### config.mk
export PLATFORM = sky130hd
export DESIGN_NAME = morse_tx_scheduler
export DESIGN_NICKNAME = d
export VERILOG_FILES = /design/src/rtl/morse_tx_scheduler.sv
export SDC_FILE = /design/constraint.sdc
export NUM_CORES = 1
export LEC_CHECK = 0
export BUFFER_PORTS_ARGS = -buffer_cell sky130_fd_sc_hd__buf_2
export CORE_MARGIN = 3
export CORE_UTILIZATION = 40
export CTS_CLUSTER_SIZE = 16
export DETAILED_ROUTE_END_ITERATION = 16
export GPL_ROUTABILITY_DRIVEN = 0
export PLACE_DENSITY_LB_ADDON = 0.12
export SLEW_MARGIN = 0
export SYNTH_ARGS = -nofsm -noshare
export SYNTH_HDL_FRONTEND = slang
export SYNTH_SLANG_ARGS = --single-unit
### constraint.sdc
create_clock -name clk -period 3.03 [get_ports clk]
set_clock_uncertainty 0.2 [all_clocks]
set_input_delay 0.1515 -clock clk [delete_from_list [all_inputs] [get_ports clk]]
set_output_delay 0.1515 -clock clk [all_outputs]
set_load 0.005 [all_outputs]
### src/rtl/morse_tx_scheduler.sv
// morse_tx_scheduler
//   Queues ASCII characters and launches them one at a time towards an
//   external Morse encoder / buzzer driver. It waits for the driver to
//   accept (drv_busy) and finish, then holds a silent inter-character gap
//   counted in Morse time units (rising edges of clk_5hz).
//
//   Build option: define MORSE_SCHED_WORDGAP_EN to queue spaces (0x20) and
//   play them as a WORD_GAP silent gap. Without it, space pushes are
//   discarded silently and WORD_GAP has no effect.
//
// Ports
//   clk, rst            1 MHz clock, synchronous active-high reset
//   clk_5hz             time-unit reference; each rising edge is one unit
//   en                  launch enable
//   char_in/char_valid  character push (one-clk strobe)
//   flush               empties the queue; the character in flight continues
//   tx_char             character being sent (held until the next pop)
//   drv_start           one-clk start pulse to the buzzer driver
//   drv_busy            buzzer driver busy
//   fifo_count          queued entries
//   fifo_full           queue full
//   overflow            sticky; set by a dropped push
//   sched_busy          scheduler not idle
module morse_tx_scheduler #(
  parameter int unsigned FIFO_DEPTH = 8,
  parameter int unsigned CHAR_GAP   = 3,
  parameter int unsigned WORD_GAP   = 7
) (
  input  logic                          clk,
  input  logic                          rst,
  input  logic                          clk_5hz,
  input  logic                          en,
  input  logic [7:0]                    char_in,
  input  logic                          char_valid,
  input  logic                          flush,
  output logic [7:0]                    tx_char,
  output logic                          drv_start,
  input  logic                          drv_busy,
  output logic [$clog2(FIFO_DEPTH):0]   fifo_count,
  output logic                          fifo_full,
  output logic                          overflow,
  output logic                          sched_busy
);

  localparam int unsigned PW      = $clog2(FIFO_DEPTH);
  localparam int unsigned GAP_MAX = (WORD_GAP > CHAR_GAP) ? WORD_GAP : CHAR_GAP;
  localparam int unsigned GW      = (GAP_MAX < 2) ? 1 : $clog2(GAP_MAX + 1);
  localparam logic [7:0]  SPACE   = 8'h20;

  typedef enum logic [2:0] {IDLE, LAUNCH, WAIT_ACK, PLAY, GAP} state_t;

  state_t          state, state_next;
  logic [7:0]      mem [FIFO_DEPTH];
  logic [PW-1:0]   wr_ptr, rd_ptr;
  logic [GW-1:0]   gap_cnt, gap_val;
  logic [1:0]      wait_cnt;
  logic            clk_5hz_q;
  logic            tick, fifo_empty, pop, push_ok, push_drop, load_gap;
  logic            launch_space, space_drop;

`ifdef MORSE_SCHED_WORDGAP_EN
  assign launch_space = (tx_char == SPACE);
  assign space_drop   = 1'b0;
`else
  assign launch_space = 1'b0;
  assign space_drop   = (char_in == SPACE);
`endif

  assign tick       = clk_5hz & ~clk_5hz_q;
  assign fifo_empty = (fifo_count == '0);
  assign fifo_full  = (fifo_count == (PW+1)'(FIFO_DEPTH));
  assign sched_busy = (state != IDLE);

  // A full queue still accepts a push when a pop frees a slot in the same cycle.
  assign push_ok   = char_valid && !flush && !space_drop && (!fifo_full || pop);
  assign push_drop = char_valid && !flush && !space_drop && fifo_full && !pop;

  always_comb begin
    state_next = state;
    pop        = 1'b0;
    load_gap   = 1'b0;
    gap_val    = '0;
    drv_start  = 1'b0;
    case (state)
      IDLE: begin
        if (en && !fifo_empty) begin
          pop        = 1'b1;
          state_next = LAUNCH;
        end
      end
      LAUNCH: begin
        if (launch_space) begin
          load_gap   = 1'b1;
          gap_val    = GW'(WORD_GAP);
          state_next = GAP;
        end else begin
          drv_start  = 1'b1;
          state_next = WAIT_ACK;
        end
      end
      WAIT_ACK: begin
        if (drv_busy)               state_next = PLAY;
        else if (wait_cnt == 2'd3)  state_next = IDLE;
      end
      PLAY: begin
        if (!drv_busy) begin
          load_gap   = 1'b1;
          gap_val    = GW'(CHAR_GAP);
          state_next = GAP;
        end
      end
      GAP: begin
        // Last unit of the gap: chain straight into the next launch if allowed.
        if (tick && gap_cnt <= GW'(1)) begin
          if (en && !fifo_empty) begin
            pop        = 1'b1;
            state_next = LAUNCH;
          end else begin
            state_next = IDLE;
          end
        end
      end
      default: state_next = IDLE;
    endcase
  end

  always_ff @(posedge clk) begin
    if (rst) begin
      state      <= IDLE;
      wr_ptr     <= '0;
      rd_ptr     <= '0;
      fifo_count <= '0;
      overflow   <= 1'b0;
      tx_char    <= '0;
      gap_cnt    <= '0;
      wait_cnt   <= '0;
      clk_5hz_q  <= 1'b0;
    end else begin
      state     <= state_next;
      clk_5hz_q <= clk_5hz;

      if (push_drop) overflow <= 1'b1;
      if (pop)       tx_char  <= mem[rd_ptr];

      if (flush) begin
        wr_ptr     <= '0;
        rd_ptr     <= '0;
        fifo_count <= '0;
      end else begin
        if (push_ok) wr_ptr <= wr_ptr + 1'b1;
        if (pop)     rd_ptr <= rd_ptr + 1'b1;
        if (push_ok && !pop)      fifo_count <= fifo_count + 1'b1;
        else if (pop && !push_ok) fifo_count <= fifo_count - 1'b1;
      end

      if (load_gap)                                   gap_cnt <= gap_val;
      else if (state == GAP && tick && gap_cnt != '0) gap_cnt <= gap_cnt - 1'b1;

      wait_cnt <= (state == WAIT_ACK) ? wait_cnt + 1'b1 : '0;
    end
  end

  always_ff @(posedge clk) begin
    if (push_ok) mem[wr_ptr] <= char_in;
  end

endmodule

# Yosys cells after proc, flatten, opt, wreduce, memory -nomap -nowiden
# Memories as Yosys holds them, arrays and structs flattened. A register that Yosys moved wholly into a read port is not among the register bits.
# Index checks and enable logic that the tools add are counted.
[totals]
inputBits = 15
mem_count = 1
ramBits = 64
elab_cells = 78
ff_bits = 20
[classes]
bitwise = 3
n_mux = 21
addsub = 6
order_cmp = 1
reduce_logical = 27
n_eq_ne = 11
[memory_table]
columns = ["memory", "depth", "word_bits", "read_ports", "rd_clocked_by_memory_dff", "wr", "line", "text"]
rows = [
  ["mem", 8, 8, 1, 1, 1, "53", "logic [7:0] mem [FIFO_DEPTH];"],
]
[ops]
columns = ["cell", "count"]
rows = [
  ["$mux W3", 7],
  ["$pmux W3 S5", 1],
  ["$logic_and A1 B1 Y1", 11],
  ["$eq A8 B6 Y1 const B", 1],
  ["$mux W1", 8],
  ["$mux W4", 2],
  ["$add A3 B1 Y3 const B", 2],
  ["$eq A3 B2 Y1 const B", 2],
  ["$logic_not A1 Y1", 6],
  ["$ne A2 B2 Y1 const B", 3],
  ["$reduce_bool A3 Y1", 2],
  ["$add A4 B1 Y4 const B", 1],
  ["$eq A4 B4 Y1 const B", 1],
  ["$logic_not A4 Y1", 1],
  ["$mux W2", 2],
  ["$reduce_and A4 Y1", 1],
  ["$reduce_bool A2 Y1", 2],
  ["$reduce_or A2 Y1", 2],
  ["$sub A4 B1 Y4 const B", 1],
  ["$eq A3 B1 Y1 const B", 1],
  ["$eq A3 B3 Y1 const B", 1],
  ["$le A3 B1 Y1 const B", 1],
  ["$logic_not A3 Y1", 1],
  ["$ne A3 B3 Y1 const B", 1],
  ["7 further kinds", 8],
]

# Logic depth before layout (Yosys ltp)
# Gate-level depths: netlist (run 1).
[logic_depth]
depth_word = 12
depth_mapped = 13
depth_no_buf = 13

# Worst setup path before layout (run 1)
# Ideal clock, no wire load.
[synth_path]
path_kind = "flip-flop to flip-flop"
start = "register fifo_count[0]"
end = "register fifo_count[3]"
setup_slack_ns = 0.275
period_less_slack_ns = 2.755
arrival_ns = 2.484
path_stages_with_launch = 12
setup_ns = 0.072
path_buffers = 1
required_ns = 2.758
path_cell_list = "dfxtp_1 > or4_4 > nor2b_4 > buf_6 > nand2_1 > ha_1 > inv_1 > ha_1 > a21o_2 > a21oi_1 > mux2i_1 > mux2i_1"
[synth_via]
elab_chain_cells = 11
elab_cells_between_ends = 19
cone_classes = "2 x add/sub; 1 x eq/ne; 5 x mux; 11 x reduce/logical"
[synth_lines]
columns = ["element", "line", "text"]
rows = [
  ["from (decl)", "39", "output logic [$clog2(FIFO_DEPTH):0] fifo_count,"],
  ["from (signal assigned)", "152", "if (push_ok && !pop) fifo_count <= fifo_count + 1'b1;"],
  ["from (signal assigned)", "153", "else if (pop && !push_ok) fifo_count <= fifo_count - 1'b1;"],
  ["$logic_not A4 Y1", "70", "assign fifo_empty = (fifo_count == '0);"],
  ["$logic_not A1 Y1", "86, 115", ""],
  ["$logic_and A1 B1 Y1", "86, 115", ""],
  ["$mux W1", "86, 115", ""],
  ["$mux W1", "114", "if (tick && gap_cnt <= GW'(1)) begin"],
  ["$pmux W1 S2", "84", "case (state)"],
  ["$logic_or A1 B1 Y1", "75", "assign push_ok = char_valid && !flush && !space_drop && (!fifo_full || pop);"],
  ["$logic_and A1 B1 Y1", "75", ""],
  ["$logic_not A1 Y1", "153", ""],
  ["$logic_and A1 B1 Y1", "153", ""],
  ["$reduce_bool A2 Y1 (no line)", "n/a", ""],
]
# Parallel ways exist; a longest one is shown, timed or not. The select of a mux whose other input is x is not followed.
# A chain may end at the register's enable or synchronous reset.

# Final worst setup path (run 1)
[layout_path]
start = "input clk_5hz"
end = "register fifo_count[3]"
[layout_via]
elab_chain_cells = 9
elab_cells_between_ends = 12
cone_classes = "3 x mux; 1 x bitwise; 8 x reduce/logical"
[layout_lines]
columns = ["element", "line", "text"]
rows = [
  ["from (decl)", "31", "input logic clk_5hz,"],
  ["$and A1 B1 Y1 (*)", "69", "assign tick = clk_5hz & ~clk_5hz_q;"],
  ["$logic_and A1 B1 Y1 (*)", "114", ""],
  ["$mux W1 (*)", "114", ""],
  ["$pmux W1 S2 (*)", "84", ""],
  ["$logic_or A1 B1 Y1 (*)", "75", ""],
  ["$logic_and A1 B1 Y1 (*)", "75", ""],
  ["net push_ok", "58", "logic tick, fifo_empty, pop, push_ok, push_drop, load_gap;"],
  ["$logic_not A1 Y1", "153", ""],
  ["$logic_and A1 B1 Y1", "153", ""],
  ["$reduce_bool A2 Y1 (no line)", "n/a", ""],
]
# The timed path passes the listed nets; every way through them passes the cells marked *.

==> results of run 1 <==
-- cells in the mapped netlist, types with 4 or more instances --
master    number  area (sq um)
inv_1          7          26.3
mux2i_1       12           120
nand2_1       11          41.3
a21oi_1       19          95.1
ha_1           9           113
nor2_1        18          67.6
edfxtp_1      64          1920
o21ai_0        4          20.0
a311oi_1       8          70.1
mux4_2        16           360
clkbuf_1       5          18.8
nor3b_1        4          30.0
dfxtp_1       28           561
-- sequential cells by signal (all words and copies together) (netlist names) --
signal      count
state           3
gap_cnt         3
fifo_count      4
mem            64
wait_cnt        2
tx_char         8
overflow        1
rd_ptr          3
clk_5hz_q       1
wr_ptr          3
-- cells by family (layout without fill, tap and decap cells) --
kind of cell    Yosys count  in the layout  share of synthesized area
mux                      29             29                      0.124
flops                    92             92                      0.628
fa+ha+maj                10             10                     0.0335
xor+xnor                  3              3                    0.00665
buf+inv                  24             83                     0.0313
compound gates           45             45                     0.0766
simple gates             64             65                     0.0997
-- worst max path at each step --
stage / start / endpoint / slack, ns / depth (start not counted)
final: clk_5hz / fifo_count[3]$_SDFFE_PP0P_ / 0.20 / 13
after global routing: fifo_count[0]$_SDFFE_PP0P_ / fifo_count[3]$_SDFFE_PP0P_ / 0.02 / 11
after CTS: state[0]$_SDFFE_PP0P_ / fifo_count[3]$_SDFFE_PP0P_ / 0.08 / 10
after detailed placement: state[0]$_SDFFE_PP0P_ / fifo_count[3]$_SDFFE_PP0P_ / 0.11 / 10
after global placement: state[0]$_SDFFE_PP0P_ / fifo_count[3]$_SDFFE_PP0P_ / 0.18 / 10
after floorplan: fifo_count[0]$_SDFFE_PP0P_ / fifo_count[3]$_SDFFE_PP0P_ / 0.27 / 11
-- power by group --
group          switching, mW  internal (mW)  total, mW
combinational          0.153          0.143      0.296
clock                  0.462          0.479      0.940
sequential            0.0277           1.38       1.41
total                  0.643           2.00       2.64
-- per-stage QoR --
step                area [sq um]  total power [mW]  setup WS, ns  hold WS [ns]
floorplan                   3950              1.62         0.275        0.0504
global placement            4310              1.71         0.184         0.198
detailed placement          4310              1.71         0.111         0.219
CTS                         4660              2.66        0.0755       0.00344
global route                4680              2.75        0.0209        0.0226
finish                      4680              2.64         0.196       0.00251
-- critical path: cells and delay by family --
kind | cells | cell delay, ns
mux | 2 | 0.42
fa+ha+maj | 2 | 0.44
compound gates | 3 | 0.62
buf+inv | 4 | 0.79
simple gates | 2 | 0.52
-- metal layers --
layer  track usage  vias to the layer above
met1         0.211                     1175
li1              -                     1143
met3        0.0312                        8
met5             0                        -
met4        0.0637                        0
met2         0.217                       50
-- what timing repair did --
action                                 CTS  global route
endpoints found under the hold margin   78             0
hold buffers                            12             0
setup endpoints to repair                0             1
resized for setup                        0             3
-- layout make-up --
type                    instances  area [sq um]  area share
flip-flops and latches         92          2480       0.531
well taps                     129           161      0.0345
inverters                       8          30.0     0.00642
repair buffers                 59           398      0.0850
clock inverters                 7           106      0.0227
clock buffers                   9           124      0.0265
multi-input cells             152          1380       0.294
==> flow_summary.json, run 1 <==
{
  "synth_seq_area_share": 0.628,
  "min_period_over_period": 0.935,
  "fillerInstances": 824,
  "count_of_flip_flops_with_a_built_in_enable_after_synthesis": 64,
  "clock_insertion_delay_at_the_later_pin_of_the_skew_report_ns": 0.37,
  "timing.critical_path.to_type": "flop",
  "areaGrowthSynthToFinish_pct": 18.3,
  "mostFrequentLayoutCell": "edfxtp_1",
  "regToRegStartpoint": "fifo_count[0]$_SDFFE_PP0P_",
  "ant_nets": 0,
  "first_pass_grt_wire_length_microns": 12300,
  "ys_async_sr_fraction": 0,
  "drv.max_cap_violation_count": 0,
  "grtUsageTotal": 0.147,
  "drive_above_1_share": 0.306,
  "worst_path_required_ns": 3.13,
  "fmax_mhz": 353,
  "clk_transition_reported_paths_ns": 0.09,
  "final_cell_mix": "edfxtp_1 (64), buf_2 (30), dfxtp_1 (27), a21oi_1 (19), nor2_1 (18)",
  "insertedDiodeCount": 0,
  "post-place-cells": 427,
  "final_hold_viol_count": 0,
  "run_status": "completed",
  "avgViaCountPerCell": 5.21,
  "post_synth_inst_count": 267,
  "syn_avg_cell_area_sq_um": 14.8,
  "cts_tree": "built",
  "final-instance-count-excl-fill": 456,
  "rr_worst_depth": 10,
  "antenna_found_initial": 0,
  "worst_slew_pin_slew_ns": 0.686,
  "tritoncts_num_sinks": 92,
  "critical_path.cell_chain": "dlygate4sd3_1, buf_2, or3b_4, o211ai_2, nand3_2, inv_2, ha_1, inv_1, ha_1, a21o_2, a21oi_1, mux2i_1, mux2i_1",
  "yosysWarnings": 0,
  "wl_microns": 8090,
  "timing.hold.worst.start": "en",
  "synth_seq_cells": 92,
  "dp_hpwl_microns": 5190,
  "critical-path-slowest-cell": "dlygate4sd3_1",
  "timing.rr.end": "fifo_count[3]$_SDFFE_PP0P_",
  "drt-pass1-iter-count": 4,
  "timing.critical_path.slowest_cell_delay_ns": 0.52,
  "rsz_0062_raised_after_global_routing": "false",
  "layout_net_count": 347,
  "die_h_microns": 105,
  "met1Wirelength_microns": 3950,
  "cts-root-buf": "clkbuf_8",
  "worst_ir_drop_vdd_mv": 0.222,
  "port_buffers": 30,
  "period_needed_ns": 2.83,
  "regToRegSetupSlack_ns": 0.21,
  "met3_wirelength_microns": 371,
  "hold_path.class": "input pin to flop",
  "tns_ns": 0,
  "area_enclosed_by_the_die_boundary_sq_mm": 0.0111,
  "wl_met2_microns": 3660,
  "cts.repair_timing.setup_buffer_count": 0,
  "number_of_cell_rows": 35,
  "syn-num-nets": 292,
  "power_leakage_nw": 1.63,
  "design.portCount": 31,
  "critical_path_peak_fanout": 4,
  "fin_util": 0.497,
  "drt_iter0_drc": 187,
  "cts_inserted_buffers": 9,
  "netlist_area_before_placement_sq_mm": 0.00395,
  "report.final.slew_viol_count": 0,
  "highest-signal-layer": "met4",
  "dieWidth_microns": 105,
  "power_density_cells_mw_per_mm2": 565,
  "htreeDepth": 3,
  "wire_per_inst_microns": 17.7,
  "vias": 2376,
  "dominantRegCellSynth": "edfxtp_1",
  "detail_route.drc_violations": 0,
  "fp.coreArea_sq_mm": 0.00942,
  "finish_stage_setup_viols": 0,
  "via_count_of_the_first_global_routing_pass": 2247,
  "clockBufferDepth": 2,
  "worst-setup-path-type": "input pin to flop",
  "start_util": 0.420,
  "grt_overflow_total": 0,
  "slew-limit-headroom": 0.542,
  "synth_cell_type_count": 54,
  "instance_count_along_the_most_critical_hold_path": 4,
  "hold_path_end": "rd_ptr[0]$_SDFFE_PP0N_",
  "cp_data_arrival_time_ns": 2.93,
  "grt_start_max_net_pins": 23,
  "critical_path.startpoint_type": "input pin"
}
(Power assumes the default switching activity.)
==> run 2: changes to the inputs <==
Settings changed: CELL_PAD_IN_SITES_DETAIL_PLACEMENT from default to 1, CELL_PAD_IN_SITES_GLOBAL_PLACEMENT from default to 1.
==> flow_summary.json, run 2 (synthesized netlist as in run 1, its figures left out) <==
{
  "worst-setup-path-type": "input pin to flop",
  "holdWs_ns": 0.0335,
  "timing.critical_path.slowest_cell_delay_ns": 0.54,
  "critical-path-slowest-cell": "dlygate4sd3_1",
  "highest-signal-layer": "met4",
  "critical_path_peak_fanout": 9,
  "port_buffers": 30,
  "rsz_0062_raised_after_global_routing": "false",
  "clk_transition_reported_paths_ns": 0.10,
  "met3_wirelength_microns": 288,
  "insertedDiodeCount": 0,
  "htreeDepth": 3,
  "worst_path_required_ns": 3.12,
  "flip_flop_count_of_the_largest_register_all_copies_and_words_added": 64,
  "cts-root-buf": "clkbuf_8",
  "number_of_cell_rows": 35,
  "final_hold_viol_count": 0,
  "area_enclosed_by_the_die_boundary_sq_mm": 0.0111,
  "slew-limit-headroom": 0.577,
  "layout.cell_area.non_filler_sq_mm": 0.00470,
  "first_pass_grt_wire_length_microns": 13800,
  "via_count_of_the_first_global_routing_pass": 2477,
  "areaGrowthSynthToFinish_pct": 18.8,
  "cts_inserted_buffers": 9,
  "critical_path.cell_chain": "dlygate4sd3_1, buf_2, nor4b_2, buf_4, a21oi_1, nand3_2, inv_2, ha_1, inv_1, ha_1, a21o_2, a21oi_1, mux2i_1, mux2i_1",
  "final_cell_mix": "edfxtp_1 (64), buf_2 (30), dfxtp_1 (27), buf_4 (21), a21oi_1 (19)",
  "tns_ns": 0,
  "wl_met2_microns": 4190,
  "dieWidth_microns": 105,
  "reg_top3": "mem x64, tx_char x8, fifo_count x4",
  "top_register": "mem",
  "critical_path.startpoint_type": "input pin",
  "cts_tree": "built",
  "start_util": 0.420,
  "design.portCount": 31,
  "finish_stage_setup_viols": 0,
  "clockBufferDepth": 2,
  "met1Wirelength_microns": 4130,
  "drt-pass1-iter-count": 4,
  "grtUsageTotal": 0.164,
  "drv.max_cap_violation_count": 0,
  "worst_ir_drop_vdd_mv": 0.236,
  "worst_slew_pin_slew_ns": 0.634,
  "detailed_place.area_sq_mm": 0.00433,
  "place_ws_ns": 0.162,
  "grt_overflow_total": 0,
  "antenna_found_initial": 0,
  "mostFrequentLayoutCell": "edfxtp_1",
  "drt_iter0_drc": 108,
  "vias": 2427,
  "post-place-cells": 430,
  "min_period_over_period": 0.954,
  "total_power_mw": 2.60,
  "dp_hpwl_microns": 5900,
  "ant_nets": 0,
  "power_leakage_nw": 1.64,
  "cp_data_arrival_time_ns": 2.99,
  "hold_path.class": "input pin to flop",
  "grt_start_max_net_pins": 23,
  "drive_above_1_share": 0.311,
  "power_density_cells_mw_per_mm2": 553,
  "final-instance-count-excl-fill": 460,
  "period_needed_ns": 2.89,
  "fin_util": 0.499,
  "wl_microns": 8700,
  "wire_per_inst_microns": 18.9,
  "avgViaCountPerCell": 5.28,
  "tritoncts_num_sinks": 92,
  "fmax_mhz": 346,
  "timing.critical_path.to_type": "flop",
  "detail_route.drc_violations": 0,
  "report.final.slew_viol_count": 0,
  "fillerInstances": 989,
  "run_status": "completed",
  "fp.coreArea_sq_mm": 0.00942,
  "die_h_microns": 105,
  "clock_insertion_delay_at_the_later_pin_of_the_skew_report_ns": 0.36,
  "layout_net_count": 351,
  "postLayoutSetupSlackWorst_ns": 0.138
}
[run 2: cell count changes in the layout (fill, tap and decap cells not counted), sizes merged]
| cell | delta |
|---|---|
| bufinv | -1 |
| clkinvlp | -1 |
| clkinv | +2 |
| buf | +4 |
[run 2: final timing paths]
check | depth (start not counted) | start | slack [ns] | end
hold / removal | 4 | en | 0.03 | rd_ptr[0]$_SDFFE_PP0N_
hold reg to reg | 1 | wait_cnt[0]$_SDFF_PP0_ | 0.24 | wait_cnt[0]$_SDFF_PP0_
setup reg to reg | 10 | fifo_count[0]$_SDFFE_PP0P_ | 0.19 | fifo_count[3]$_SDFFE_PP0P_
setup / recovery | 14 | char_in[4] | 0.14 | fifo_count[3]$_SDFFE_PP0P_
[run 2: worst max-delay path: cells and delay by family]
| family | cells | cell delay [ns] |
|---|---|---|
| adder cells (fa/ha/maj) | 2 | 0.44 |
| AO/OA/AOI/OAI | 3 | 0.47 |
| multiplexers | 2 | 0.43 |
| buffers and inverters | 5 | 1.06 |
| AND/OR/NAND/NOR | 2 | 0.45 |
[run 2: routing by layer]
metal | GRT usage | up-vias
met1 | 0.227 | 1240
met3 | 0.0355 | 8
li1 | - | 1149
met5 | 0 | -
met4 | 0.0450 | 0
met2 | 0.260 | 30
[run 2: repair_timing]
action / 4_1_cts / 5_1_grt
endpoints found under the setup margin: 0 / 1
hold endpoints to repair: 69 / 0
hold buffers: 12 / 0
buffers inserted: 0 / 1
resized for setup: 0 / 3
[run 2: power by group]
group / internal, mW / switching [mW]
clock: 0.402 / 0.476
combinational: 0.151 / 0.165
sequential: 1.38 / 0.0259
total: 1.93 / 0.666
[run 2: layout make-up]
cell class	count	area (sq um)	area share
clock buffers	9	124	0.0264
multi-input cells	152	1380	0.293
inverters	8	30.0	0.00639
well taps	129	161	0.0344
repair buffers	63	428	0.0911
flip-flops and latches	92	2480	0.529
clock inverters	7	91.3	0.0195
